**src/rtl/axis_master_if_pkg.sv**
```systemverilog
// Shared parameters for the outbound AXI-Stream master: memory geometry in dnn_pckg,
// stream-side widths and the transmit FSM state type in axi_stream_pckg.
package dnn_pckg;
  localparam int VLW_WDT            = 128;
  localparam int ACTIV_MEM_ADDR_WDT = 8;
endpackage

package axi_stream_pckg;
  import dnn_pckg::*;

  localparam int M_TDATA_WDT     = 32;
  localparam int M_FIFO_ADDR_WDT = 3;
  localparam int WORD_BEATS      = VLW_WDT / M_TDATA_WDT;
  localparam int BEAT_CNT_WDT    = $clog2(WORD_BEATS);

  typedef enum logic [1:0] {
    M_IDLE,
    M_SEND,
    M_DRAIN
  } m_state;
endpackage

```
**src/rtl/axis_master_if_if.sv**
```systemverilog
// AXI-Stream beat channel bundle; the transmitter uses the master modport.
interface axis_if;
  import axi_stream_pckg::*;

  logic [M_TDATA_WDT-1:0] tdata;
  logic                   tvalid;
  logic                   tlast;
  logic                   tready;

  modport master (output tdata, output tvalid, output tlast, input tready);
  modport slave  (input tdata, input tvalid, input tlast, output tready);
endinterface

```
**src/rtl/axis_master_if_fifo.sv**
```systemverilog
// Beat FIFO between the word unpacker and the output register; every entry is usable
// because the pointers carry an extra wrap bit.
module axis_m_fifo
  import axi_stream_pckg::*;
#(
  parameter int WDT = M_TDATA_WDT + 1,
  parameter int AW  = M_FIFO_ADDR_WDT
) (
  input  logic           clk,
  input  logic           rst_n,
  input  logic           wr_en,
  input  logic [WDT-1:0] wr_data,
  input  logic           rd_en,
  output logic [WDT-1:0] rd_data,
  output logic           full,
  output logic           empty
);

  logic [WDT-1:0] mem [2**AW];
  logic [AW:0]    wr_ptr;
  logic [AW:0]    rd_ptr;

  always_ff @(posedge clk) begin
    if (!rst_n) begin
      wr_ptr <= '0;
      rd_ptr <= '0;
    end else begin
      if (wr_en && !full)  wr_ptr <= wr_ptr + (AW+1)'(1);
      if (rd_en && !empty) rd_ptr <= rd_ptr + (AW+1)'(1);
    end
  end

  always_ff @(posedge clk) begin
    if (wr_en && !full) mem[wr_ptr[AW-1:0]] <= wr_data;
  end

  assign rd_data = mem[rd_ptr[AW-1:0]];
  assign full    = (wr_ptr[AW-1:0] == rd_ptr[AW-1:0]) && (wr_ptr[AW] != rd_ptr[AW]);
  assign empty   = (wr_ptr == rd_ptr);

endmodule

```
**src/rtl/axis_master_if.sv**
```systemverilog
// Outbound AXI-Stream master: reads output-memory words, unpacks them MSB-first into
// beats, buffers them and drives a registered stream port with full backpressure.
module axis_master_if
  import dnn_pckg::*, axi_stream_pckg::*;
(
  input  logic                          clk,
  input  logic                          rst_n,
  axis_if.master                        m_axis,
  output logic [ACTIV_MEM_ADDR_WDT-1:0] outputs_ext_mem_addr,
  output logic                          outputs_ext_mem_rd_en,
  input  logic [VLW_WDT-1:0]            outputs_ext_mem_data,
  input  logic                          outputs_tx_start,
  input  logic [ACTIV_MEM_ADDR_WDT:0]   outputs_num_words,
  input  logic                          comp_busy,
  input  logic                          inputs_rx_busy,
  output logic                          outputs_tx_busy,
  output logic                          outputs_tx_done
);

  localparam logic [ACTIV_MEM_ADDR_WDT:0] ONE_WORD  = (ACTIV_MEM_ADDR_WDT+1)'(1);
  localparam logic [BEAT_CNT_WDT-1:0]     LAST_BEAT = BEAT_CNT_WDT'(WORD_BEATS - 1);

  m_state                        state, state_nxt;
  logic                          start_ok, rd_issue;
  logic [ACTIV_MEM_ADDR_WDT:0]   words_left;
  logic [ACTIV_MEM_ADDR_WDT-1:0] rd_addr;
  logic                          rd_inflight, rd_inflight_last;
  logic [VLW_WDT-1:0]            pf_data;
  logic                          pf_valid, pf_last, pf_consume;
  logic [VLW_WDT-1:0]            unp_data;
  logic                          unp_valid, unp_last, unp_emit, unp_load, last_beat;
  logic [BEAT_CNT_WDT-1:0]       beat_cnt;
  logic [M_TDATA_WDT:0]          fifo_rd_data;
  logic                          fifo_full, fifo_empty, out_load;
  logic [M_TDATA_WDT-1:0]        tdata_q;
  logic                          tvalid_q, tlast_q, tlast_hs, done_q;

  assign start_ok   = (state == M_IDLE) && outputs_tx_start && !comp_busy &&
                      !inputs_rx_busy && (outputs_num_words != '0);
  assign last_beat  = (beat_cnt == LAST_BEAT);
  assign unp_emit   = unp_valid && !fifo_full;
  assign unp_load   = pf_valid && (!unp_valid || (unp_emit && last_beat));
  assign pf_consume = unp_load;
  assign out_load   = !fifo_empty && (!tvalid_q || m_axis.tready);
  assign tlast_hs   = tvalid_q && m_axis.tready && tlast_q;

  always_ff @(posedge clk) begin
    if (!rst_n) begin
      state   <= M_IDLE;
      done_q  <= 1'b0;
    end else begin
      state   <= state_nxt;
      done_q  <= (state == M_DRAIN) && tlast_hs;
    end
  end

  // One read at a time; the next is only issued once the prefetch slot will be free.
  always_comb begin
    state_nxt = state;
    rd_issue  = 1'b0;
    case (state)
      M_IDLE: begin
        if (start_ok) state_nxt = M_SEND;
      end
      M_SEND: begin
        if ((words_left != '0) && !rd_inflight && (!pf_valid || pf_consume)) begin
          rd_issue = 1'b1;
          if (words_left == ONE_WORD) state_nxt = M_DRAIN;
        end
      end
      M_DRAIN: begin
        if (tlast_hs) state_nxt = M_IDLE;
      end
      default: state_nxt = M_IDLE;
    endcase
  end

  always_ff @(posedge clk) begin
    if (!rst_n) begin
      words_left       <= '0;
      rd_addr          <= '0;
      rd_inflight      <= 1'b0;
      rd_inflight_last <= 1'b0;
    end else begin
      rd_inflight      <= rd_issue;
      rd_inflight_last <= rd_issue && (words_left == ONE_WORD);
      if (start_ok) begin
        words_left <= outputs_num_words;
        rd_addr    <= '0;
      end else if (rd_issue) begin
        words_left <= words_left - ONE_WORD;
        rd_addr    <= rd_addr + ACTIV_MEM_ADDR_WDT'(1);
      end
    end
  end

  always_ff @(posedge clk) begin
    if (!rst_n) begin
      pf_data  <= '0;
      pf_valid <= 1'b0;
      pf_last  <= 1'b0;
    end else if (rd_inflight) begin
      pf_data  <= outputs_ext_mem_data;
      pf_valid <= 1'b1;
      pf_last  <= rd_inflight_last;
    end else if (pf_consume) begin
      pf_valid <= 1'b0;
    end
  end

  // Shifting left keeps the next beat in the top slice of the held word.
  always_ff @(posedge clk) begin
    if (!rst_n) begin
      unp_data  <= '0;
      unp_valid <= 1'b0;
      unp_last  <= 1'b0;
      beat_cnt  <= '0;
    end else if (unp_load) begin
      unp_data  <= pf_data;
      unp_valid <= 1'b1;
      unp_last  <= pf_last;
      beat_cnt  <= '0;
    end else if (unp_emit) begin
      unp_data  <= unp_data << M_TDATA_WDT;
      beat_cnt  <= beat_cnt + BEAT_CNT_WDT'(1);
      if (last_beat) unp_valid <= 1'b0;
    end
  end

  axis_m_fifo #(
    .WDT (M_TDATA_WDT + 1),
    .AW  (M_FIFO_ADDR_WDT)
  ) u_fifo (
    .clk     (clk),
    .rst_n   (rst_n),
    .wr_en   (unp_emit),
    .wr_data ({unp_last && last_beat, unp_data[VLW_WDT-1 -: M_TDATA_WDT]}),
    .rd_en   (out_load),
    .rd_data (fifo_rd_data),
    .full    (fifo_full),
    .empty   (fifo_empty)
  );

  always_ff @(posedge clk) begin
    if (!rst_n) begin
      tdata_q  <= '0;
      tvalid_q <= 1'b0;
      tlast_q  <= 1'b0;
    end else if (out_load) begin
      tdata_q  <= fifo_rd_data[M_TDATA_WDT-1:0];
      tlast_q  <= fifo_rd_data[M_TDATA_WDT];
      tvalid_q <= 1'b1;
    end else if (m_axis.tready) begin
      tvalid_q <= 1'b0;
      tlast_q  <= 1'b0;
    end
  end

  assign m_axis.tdata          = tdata_q;
  assign m_axis.tvalid         = tvalid_q;
  assign m_axis.tlast          = tlast_q;
  assign outputs_ext_mem_addr  = rd_addr;
  assign outputs_ext_mem_rd_en = rd_issue;
  assign outputs_tx_busy       = (state != M_IDLE);
  assign outputs_tx_done       = done_q;

endmodule

```
**src/flat_wrapper.sv**
```systemverilog
// flat-port wrapper written by rule: the top's interface ports become plain ports
module axis_master_if_flat import dnn_pckg::*, axi_stream_pckg::*;
  (clk, rst_n, outputs_ext_mem_addr, outputs_ext_mem_rd_en, outputs_ext_mem_data, outputs_tx_start, outputs_num_words, comp_busy, inputs_rx_busy, outputs_tx_busy, outputs_tx_done, m_axis_tdata, m_axis_tvalid, m_axis_tlast, m_axis_tready);
  axis_if m_axis_i ();
  input  logic clk;
  input  logic rst_n;
  output logic [ACTIV_MEM_ADDR_WDT-1:0] outputs_ext_mem_addr;
  output logic outputs_ext_mem_rd_en;
  input  logic [VLW_WDT-1:0] outputs_ext_mem_data;
  input  logic outputs_tx_start;
  input  logic [ACTIV_MEM_ADDR_WDT:0] outputs_num_words;
  input  logic comp_busy;
  input  logic inputs_rx_busy;
  output logic outputs_tx_busy;
  output logic outputs_tx_done;
  output wire logic [$bits(m_axis_i.tdata)-1:0] m_axis_tdata;
  output wire logic [$bits(m_axis_i.tvalid)-1:0] m_axis_tvalid;
  output wire logic [$bits(m_axis_i.tlast)-1:0] m_axis_tlast;
  input wire logic [$bits(m_axis_i.tready)-1:0] m_axis_tready;
  assign m_axis_tdata = m_axis_i.tdata;
  assign m_axis_tvalid = m_axis_i.tvalid;
  assign m_axis_tlast = m_axis_i.tlast;
  assign m_axis_i.tready = m_axis_tready;
  axis_master_if u_core (.clk(clk), .rst_n(rst_n), .m_axis(m_axis_i), .outputs_ext_mem_addr(outputs_ext_mem_addr), .outputs_ext_mem_rd_en(outputs_ext_mem_rd_en), .outputs_ext_mem_data(outputs_ext_mem_data), .outputs_tx_start(outputs_tx_start), .outputs_num_words(outputs_num_words), .comp_busy(comp_busy), .inputs_rx_busy(inputs_rx_busy), .outputs_tx_busy(outputs_tx_busy), .outputs_tx_done(outputs_tx_done));
endmodule
```
**config.mk**
```make
export PLATFORM = sky130hd
export DESIGN_NAME = axis_master_if_flat
export DESIGN_NICKNAME = d
export VERILOG_FILES = /design/src/rtl/axis_master_if_pkg.sv /design/src/rtl/axis_master_if_if.sv /design/src/rtl/axis_master_if_fifo.sv /design/src/rtl/axis_master_if.sv /design/src/flat_wrapper.sv
export SDC_FILE = /design/constraint.sdc
export NUM_CORES = 1
export LEC_CHECK = 0
export BUFFER_PORTS_ARGS = -buffer_cell sky130_fd_sc_hd__buf_2
export CAP_MARGIN = 5
export CORE_MARGIN = 1.5
export CORE_UTILIZATION = 34
export CTS_CLUSTER_SIZE = 12
export DETAILED_ROUTE_END_ITERATION = 10
export SLEW_MARGIN = 20
export SYNTH_ARGS = -nofsm -noshare
export SYNTH_HDL_FRONTEND = slang
export SYNTH_SLANG_ARGS = --single-unit
```
**constraint.sdc**
```tcl
create_clock -name clk -period 5.55 [get_ports clk]
set_input_delay 1.3875 -clock clk [delete_from_list [all_inputs] [get_ports clk]]
set_output_delay 1.3875 -clock clk [all_outputs]
set_load 0.1 [all_outputs]
```
==> impl_metrics.ini, run 1 <==
[yosys]
post_synth_and_or_nand_nor_area_fraction_pct = 11.0
syn_area_per_cell_um2 = 12.5
synth-seq-cells = 593
synth_seq_area_share_pct = 64.1
synth_top_family_by_area = multiplexers
yosys.cell_types.count = 55
area_fraction_in_compound_gates_after_synthesis_pct = 7.26
postSynth.asyncResetShare_pct = 0
synth.mux.area_fraction_pct = 13.8
synth_fa_ha_area_share_pct = 0.387
syn_nets = 1966
synth_enable_flop_cells = 264
synth_xor_xnor_area_share_pct = 0.685
ys.flop_type = sky130_fd_sc_hd__dfxtp_1
syn-instance-count = 1816
ys.warnings.count = 0
syn-cell-area_mm2 = 0.0226

[setup_path]
worst_setup_start_kind = flip-flop
critical_path.cell_chain = xor2_2 -> o41ai_4 -> a211o_2 -> inv_2 -> buf_2
cp_num_cells = 5
reg2regPathDepth = 5
critical_path.slowest_cell = sky130_fd_sc_hd__o41ai_4
worst-path-buf-inv = 2
worst-path-max-fanout = 26
critical_path.endpoint_type = output port
slowest_delay_ns = 0.68
cp.required_ns = 4.16
critPathArrivalTime_ns = 3.11
cpLargestDelayFamily = compound AO/OA/AOI/OAI gates
critPathKind = reg2out

[sta]
worst-slew-pin-transition_ns = 1.03
final_min_period_over_clock_period_pct = 81.0
relSlewSlack_pct = 31.3
rsz_0062_raised_after_global_routing = false
maximum_clock_frequency_ghz = 0.222
totalNegativeSetupSlack_ns = 0
final-setup-viol-count = 0
hold_violations = 0
fin_skew_ns = 0.0338
timing.final.max_slew_violations = 0
timing.final.crit_period_ns = 4.50
timing.final.ws_setup_ns = 1.05

[die]
rows = 94
total_die_area_mm2 = 0.0682
top_level_ports = 188
die_w_um = 261
initial_utilization_pct = 34.4
die-height_um = 261
floorplan.core_area_mm2 = 0.0659

[global_route]
grt_max_degree = 173
initial_antenna_violation_count = 3
first_global_vias = 13947
grtUsageTotal_pct = 15.7
grt_first_pass_wirelength_mm = 82.8
gr-total-overflow = 0

[clock_tree]
cts-root-buf = sky130_fd_sc_hd__clkbuf_16
cts_hold_buffers = 0
cts.htree.levels = 2
numClockSinks = 593
clock_tree.buffer_depth = 3
resized_cells_post_cts = 0
clk_latency_ns = 0.64
cts_tree = done
post-cts-setup-buffers = 0
clock_transition_at_the_registers_of_the_reported_paths_ns = 0.06
cts-buffers-inserted = 60

[layout]
layout.cells.non_filler = 2865
layout.filler_cells = 6220
area_of_the_multi_input_gates_mm2 = 0.00759
syn_to_final_growth_pct = 16.6
layout-drive-gt1-share_pct = 19.3
num-nets-final = 2101
layout.area.seq_mm2 = 0.0145

[power]
cellPowerDensity_mw_per_mm2 = 415
sw_frac_of_total_pct = 29.6
intPower_w = 0.00770
leakage_nw = 8.88
ir_drop_mv = 0.230
power.sequential.fraction_pct = 44.4
power_frac_clock_pct = 36.9
switching_power_total_w = 0.00324
pwr-share-comb_pct = 18.7

[routing]
number_of_drc_violations_after_detailed_routing_iteration_0 = 854
wl_mm = 54.8
drc = 0
antenna_left = 0
dr_total_vias = 14310
wl_per_cell_um = 19.1
detailedRoute.firstPassIterationCount = 5
detail_routed_via_count_per_cell = 4.99

[place]
place_hpwl_mm = 33.8
dpl_worst_slack_ns = 1.73
count_of_buffers_from_port_buffering = 187
post-place-cells = 2752
routabilityCongestion = 0.815

[job]
maxCapViolCount = 0

[worst_hold_path]
worst_hold_path_type = reg2reg
min_path_cells = 2

[run_status]
outcome = finished clean
[through the flow]
stage | area (µm²) | hold WS (ns) | total power, W | utilization [%]
finish | 26400 | 0.446 | 0.0109 | 40.1
global route | 26400 | 0.473 | 0.0114 | 40.1
CTS | 26400 | 0.452 | 0.0111 | 40.0
detailed placement | 24400 | 0.444 | 0.00701 | 37.0
global placement | 24400 | 0.445 | 0.00699 | 37.0
floorplan | 22600 | 0.431 | 0.00658 | -
[layout make-up]
| type | count | share of cell area, % |
|---|---|---|
| clock inverters | 12 | 0.801 |
| well taps | 864 | 4.09 |
| diodes | 3 | 0.0284 |
| repair buffers | 207 | 4.38 |
| flip-flops and latches | 593 | 55.0 |
| inverters | 9 | 0.156 |
| clock buffers | 97 | 6.75 |
| multi-input cells | 1080 | 28.8 |
[power groups by stage]
stage	clock [W]	combinational, W	sequential (W)
6_report	0.00404	0.00204	0.00486
3_3_place_gp	0	0.00197	0.00503
5_1_grt	0.00431	0.00217	0.00489
2_1_floorplan	0	0.000902	0.00568
4_1_cts	0.00414	0.00198	0.00494
3_5_place_dp	0	0.00198	0.00504
[kinds of logic after synthesis]
| kind of cell | after synthesis |
|---|---|
| and+or+nand+nor | 615 |
| adders and majority gates | 7 |
| DFF | 593 |
| xor gates and xnor gates | 16 |
| muxes | 229 |
| AOI/OAI and AO/OA | 213 |
| buffers and inverters | 143 |
[final timing paths]
check / from / end / slack (ns)
setup / recovery: u_core.u_fifo.wr_ptr[1]$_SDFFE_PN0P_ / outputs_ext_mem_rd_en / 1.05
setup reg to reg: u_core.u_fifo.wr_ptr[2]$_SDFFE_PN0P_ / u_core.u_fifo.mem[4][31]$_DFFE_PP_ / 2.16
hold / removal: u_core.pf_last$_SDFFE_PN0P_ / u_core.unp_last$_SDFFE_PN0P_ / 0.45
hold reg to reg: u_core.pf_last$_SDFFE_PN0P_ / u_core.unp_last$_SDFFE_PN0P_ / 0.45
[sequential cells by signal, summed over array words and instances (netlist names), 2 cells and up, named ones only]
| register | flops |
|---|---|
| u_core.u_fifo.mem | 264 |
| u_core.pf_data | 128 |
| u_core.unp_data | 128 |
| u_core.m_axis.tdata | 32 |
| u_core.words_left | 9 |
| u_core.outputs_ext_mem_addr | 8 |
| u_core.u_fifo.rd_ptr | 4 |
| u_core.u_fifo.wr_ptr | 4 |
| u_core.beat_cnt | 2 |
| u_core.state | 2 |
[worst reg2reg max path, cell delays in order, from the launching register on]
cell                      delay [ns]
sky130_fd_sc_hd__dfxtp_1        0.58
sky130_fd_sc_hd__xor2_1         0.47
sky130_fd_sc_hd__o41a_2         0.69
sky130_fd_sc_hd__nand2_1        0.32
sky130_fd_sc_hd__nor3_2         0.41
sky130_fd_sc_hd__buf_4          0.53
[layer usage]
layer / GRT usage, % / wire length, µm / vias up
li1: - / - / 6896
met1: 22.2 / 25700 / 7005
met2: 24.7 / 25400 / 332
met3: 2.66 / 2420 / 77
met4: 4.77 / 1300 / 0
met5: 0 / 0 / -
[Yosys cell counts (3+ instances only)]
cell type	instances	area, µm²
sky130_fd_sc_hd__nor2_1	278	1040
sky130_fd_sc_hd__mux2i_1	162	1620
sky130_fd_sc_hd__nand3_1	44	220
sky130_fd_sc_hd__edfxtp_1	264	7930
sky130_fd_sc_hd__or3_1	9	56.3
sky130_fd_sc_hd__xnor2_1	9	78.8
sky130_fd_sc_hd__a311oi_2	5	75.1
sky130_fd_sc_hd__buf_4	7	52.6
sky130_fd_sc_hd__buf_1	19	71.3
sky130_fd_sc_hd__buf_2	37	185
sky130_fd_sc_hd__mux4_2	66	1490
sky130_fd_sc_hd__nor2b_1	3	18.8
sky130_fd_sc_hd__ha_1	7	87.6
sky130_fd_sc_hd__and2_1	4	25.0
sky130_fd_sc_hd__nand2b_1	3	18.8
sky130_fd_sc_hd__a311oi_1	92	806
sky130_fd_sc_hd__a2111oi_0	3	26.3
sky130_fd_sc_hd__or4_1	3	22.5
sky130_fd_sc_hd__nand2_1	244	916
sky130_fd_sc_hd__inv_1	7	26.3
sky130_fd_sc_hd__nor3_1	10	50.1
sky130_fd_sc_hd__a21oi_1	52	260
sky130_fd_sc_hd__dfxtp_1	329	6590
sky130_fd_sc_hd__a211oi_1	32	240
sky130_fd_sc_hd__xor2_1	5	43.8
sky130_fd_sc_hd__clkbuf_1	69	259
sky130_fd_sc_hd__nand4_1	7	43.8
sky130_fd_sc_hd__o41ai_1	3	26.3
sky130_fd_sc_hd__o21ai_0	10	50.1
[placed cells by master, fill, tap and decap left out, drive strengths merged, types with 4 or more instances in the layout]
cell,count
mux4,66
nand4,7
xor2,7
xnor2,9
nor2,278
or3,9
o41ai,5
edfxtp,264
nand3,44
a311oi,97
clkbuf,97
nor3,10
mux2i,162
nand2,244
buf,207
inv,10
dfxtp,329
clkinv,7
and2,4
ha,7
o21ai,10
a211oi,32
bufinv,4
a21oi,52
No activity file was read; power rests on OpenSTA's default activity.
==> run 2: changes to the inputs <==
==> constraint.sdc (replaced) <==
create_clock -name clk -period 3.6 [get_ports clk]
set_input_delay 0.9 -clock clk [delete_from_list [all_inputs] [get_ports clk]]
set_output_delay 0.9 -clock clk [all_outputs]
set_load 0.1 [all_outputs]
==> run 2 against run 1 <==
Flip-flop and latch count unchanged. Sequential share of layout area about the same. Register-to-register slack worse by 1.2 ns. Largest cell class unchanged. Die area unchanged. Final cell count up 0.45%. Non-clock buffer count up 17. Combinational power up 54%. Critical path depth unchanged. Clock-buffer cell count up 1. Power up 50%. Worst hold slack better by 0.012 ns. Via count up 0.14%.
==> impl_metrics.ini, run 2 (synthesis gave the netlist of run 1 again) <==
[run_status]
outcome = finished clean

[routing]
antenna_left = 0
wl_mm = 53.5
number_of_drc_violations_after_detailed_routing_iteration_0 = 843
wl_per_cell_um = 18.6
dr_total_vias = 14330
detailedRoute.firstPassIterationCount = 5
drc = 0
detail_routed_via_count_per_cell = 4.98

[global_route]
initial_antenna_violation_count = 3
gr-total-overflow = 0
grtUsageTotal_pct = 15.6
grt_first_pass_wirelength_mm = 82.3
first_global_vias = 14266
grt_max_degree = 142

[layout]
layout.cells.non_filler = 2878
layout-drive-gt1-share_pct = 19.7
layout.filler_cells = 6277
num-nets-final = 2116
layout.cells.most_common_list = sky130_fd_sc_hd__dfxtp_1, sky130_fd_sc_hd__nor2_1, sky130_fd_sc_hd__edfxtp_1
post-route-util_pct = 40.1
layout.cells.most_common = sky130_fd_sc_hd__dfxtp_1
syn_to_final_growth_pct = 16.6
area_of_the_multi_input_gates_mm2 = 0.00762
layout.area.seq_mm2 = 0.0145
largest_register_ffs = 264

[place]
post-place-cells = 2770
count_of_buffers_from_port_buffering = 187
routabilityCongestion = 0.790
place_hpwl_mm = 34.6

[die]
die_w_um = 261
floorplan.core_area_mm2 = 0.0659
initial_utilization_pct = 34.4
rows = 94
total_die_area_mm2 = 0.0682
top_level_ports = 188
die-height_um = 261

[power]
ir_drop_mv = 0.368
leakage_nw = 8.87
cellPowerDensity_mw_per_mm2 = 622
design_power_total_w = 0.0164

[clock_tree]
clock_tree.buffer_depth = 3
cts_tree = done
cts_hold_buffers = 0
cts-root-buf = sky130_fd_sc_hd__clkbuf_16
clk_latency_ns = 0.63
numClockSinks = 593
cts-buffers-inserted = 58
cts.htree.levels = 2
clock_transition_at_the_registers_of_the_reported_paths_ns = 0.06

[setup_path]
slowest_delay_ns = 0.65
critical_path.slowest_cell = sky130_fd_sc_hd__dfxtp_1
critical_path.endpoint_type = output port
worst_setup_start_kind = flip-flop
critical_path.cell_chain = xor2_2 -> o41ai_4 -> a211o_2 -> inv_2 -> buf_4
critPathKind = reg2out
critPathArrivalTime_ns = 2.53
worst-path-max-fanout = 9
cp.required_ns = 2.70

[sta]
fin_skew_ns = 0.0358
timing.final.crit_period_ns = 3.43
final-setup-viol-count = 0
relSlewSlack_pct = 29.7
hold_violations = 0
maximum_clock_frequency_ghz = 0.291
rsz_0062_raised_after_global_routing = false
timing.final.max_slew_violations = 0
totalNegativeSetupSlack_ns = 0
final_min_period_over_clock_period_pct = 95.4
worst-slew-pin-transition_ns = 1.06

[job]
maxCapViolCount = 0

[worst_hold_path]
worst_hold_path_type = reg2reg
-- run 2: cell types whose count changed in the layout (fill, tap and decap cells not counted), sizes merged --
| cell | previous run | this run |
|---|---|---|
| buf | 207 | 224 |
| clkbuf | 97 | 98 |
| diode | 3 | 2 |
| bufinv | 4 | 1 |
| clkinv | 7 | 6 |
-- run 2: power breakdown --
| group | switching (W) | leakage [nW] | internal (W) |
|---|---|---|---|
| sequential | 0.000251 | 5.09 | 0.00727 |
| clock | 0.00253 | 0.864 | 0.00323 |
| combinational | 0.00217 | 2.92 | 0.000967 |
| total | 0.00495 | 8.87 | 0.0115 |
-- run 2: metal layers --
| layer | GRT usage (%) | wire, µm |
|---|---|---|
| met5 | 0 | 0 |
| met4 | 5.40 | 1480 |
| met3 | 2.58 | 2130 |
| met2 | 25.6 | 25500 |
| met1 | 20.8 | 24400 |
-- run 2: area by class of cell --
class / count / area share [%]
repair buffers: 224 / 5.03
multi-input cells: 1080 / 28.9
clock buffers: 98 / 6.33
clock inverters: 8 / 0.483
inverters: 9 / 0.156
diodes: 2 / 0.0190
well taps: 864 / 4.09
flip-flops and latches: 593 / 55.0
-- run 2: path summary, 6_finish.rpt --
path,cells past startpoint,start,slack (ns),to
max,5,u_core.u_fifo.wr_ptr[2]$_SDFFE_PN0P_,0.17,outputs_ext_mem_rd_en
min,2,u_core.unp_data[64]$_SDFFE_PN0P_,0.46,u_core.unp_data[96]$_SDFFE_PN0P_
max reg2reg,7,u_core.u_fifo.wr_ptr[2]$_SDFFE_PN0P_,0.92,u_core.unp_data[33]$_SDFFE_PN0P_
min reg2reg,2,u_core.unp_data[64]$_SDFFE_PN0P_,0.46,u_core.unp_data[96]$_SDFFE_PN0P_
-- run 2: through the flow --
stage                     setup WS (ns)  hold WS [ns]  area [µm²]
after detailed placement          0.570         0.449       24600
after floorplan                  -0.474         0.431       22700
after global routing             0.0511         0.469       26400
after CTS                        0.0163         0.451       26400
final                             0.167         0.458       26400
after global placement            0.585         0.445       24600
-- run 2: repair_timing --
item / in CTS / in global routing
endpoints found under the setup margin: 1 / 1
gates resized for setup: 1 / 4
setup buffers: 0 / 0
-- run 2: worst max-delay path: cells and delay by family, from the launching register on --
family	cells	cell delay, ns
flip-flops	1	0.65
AO/OA/AOI/OAI	2	0.48
buffers and inverters	2	0.46
XOR/XNOR	1	0.32
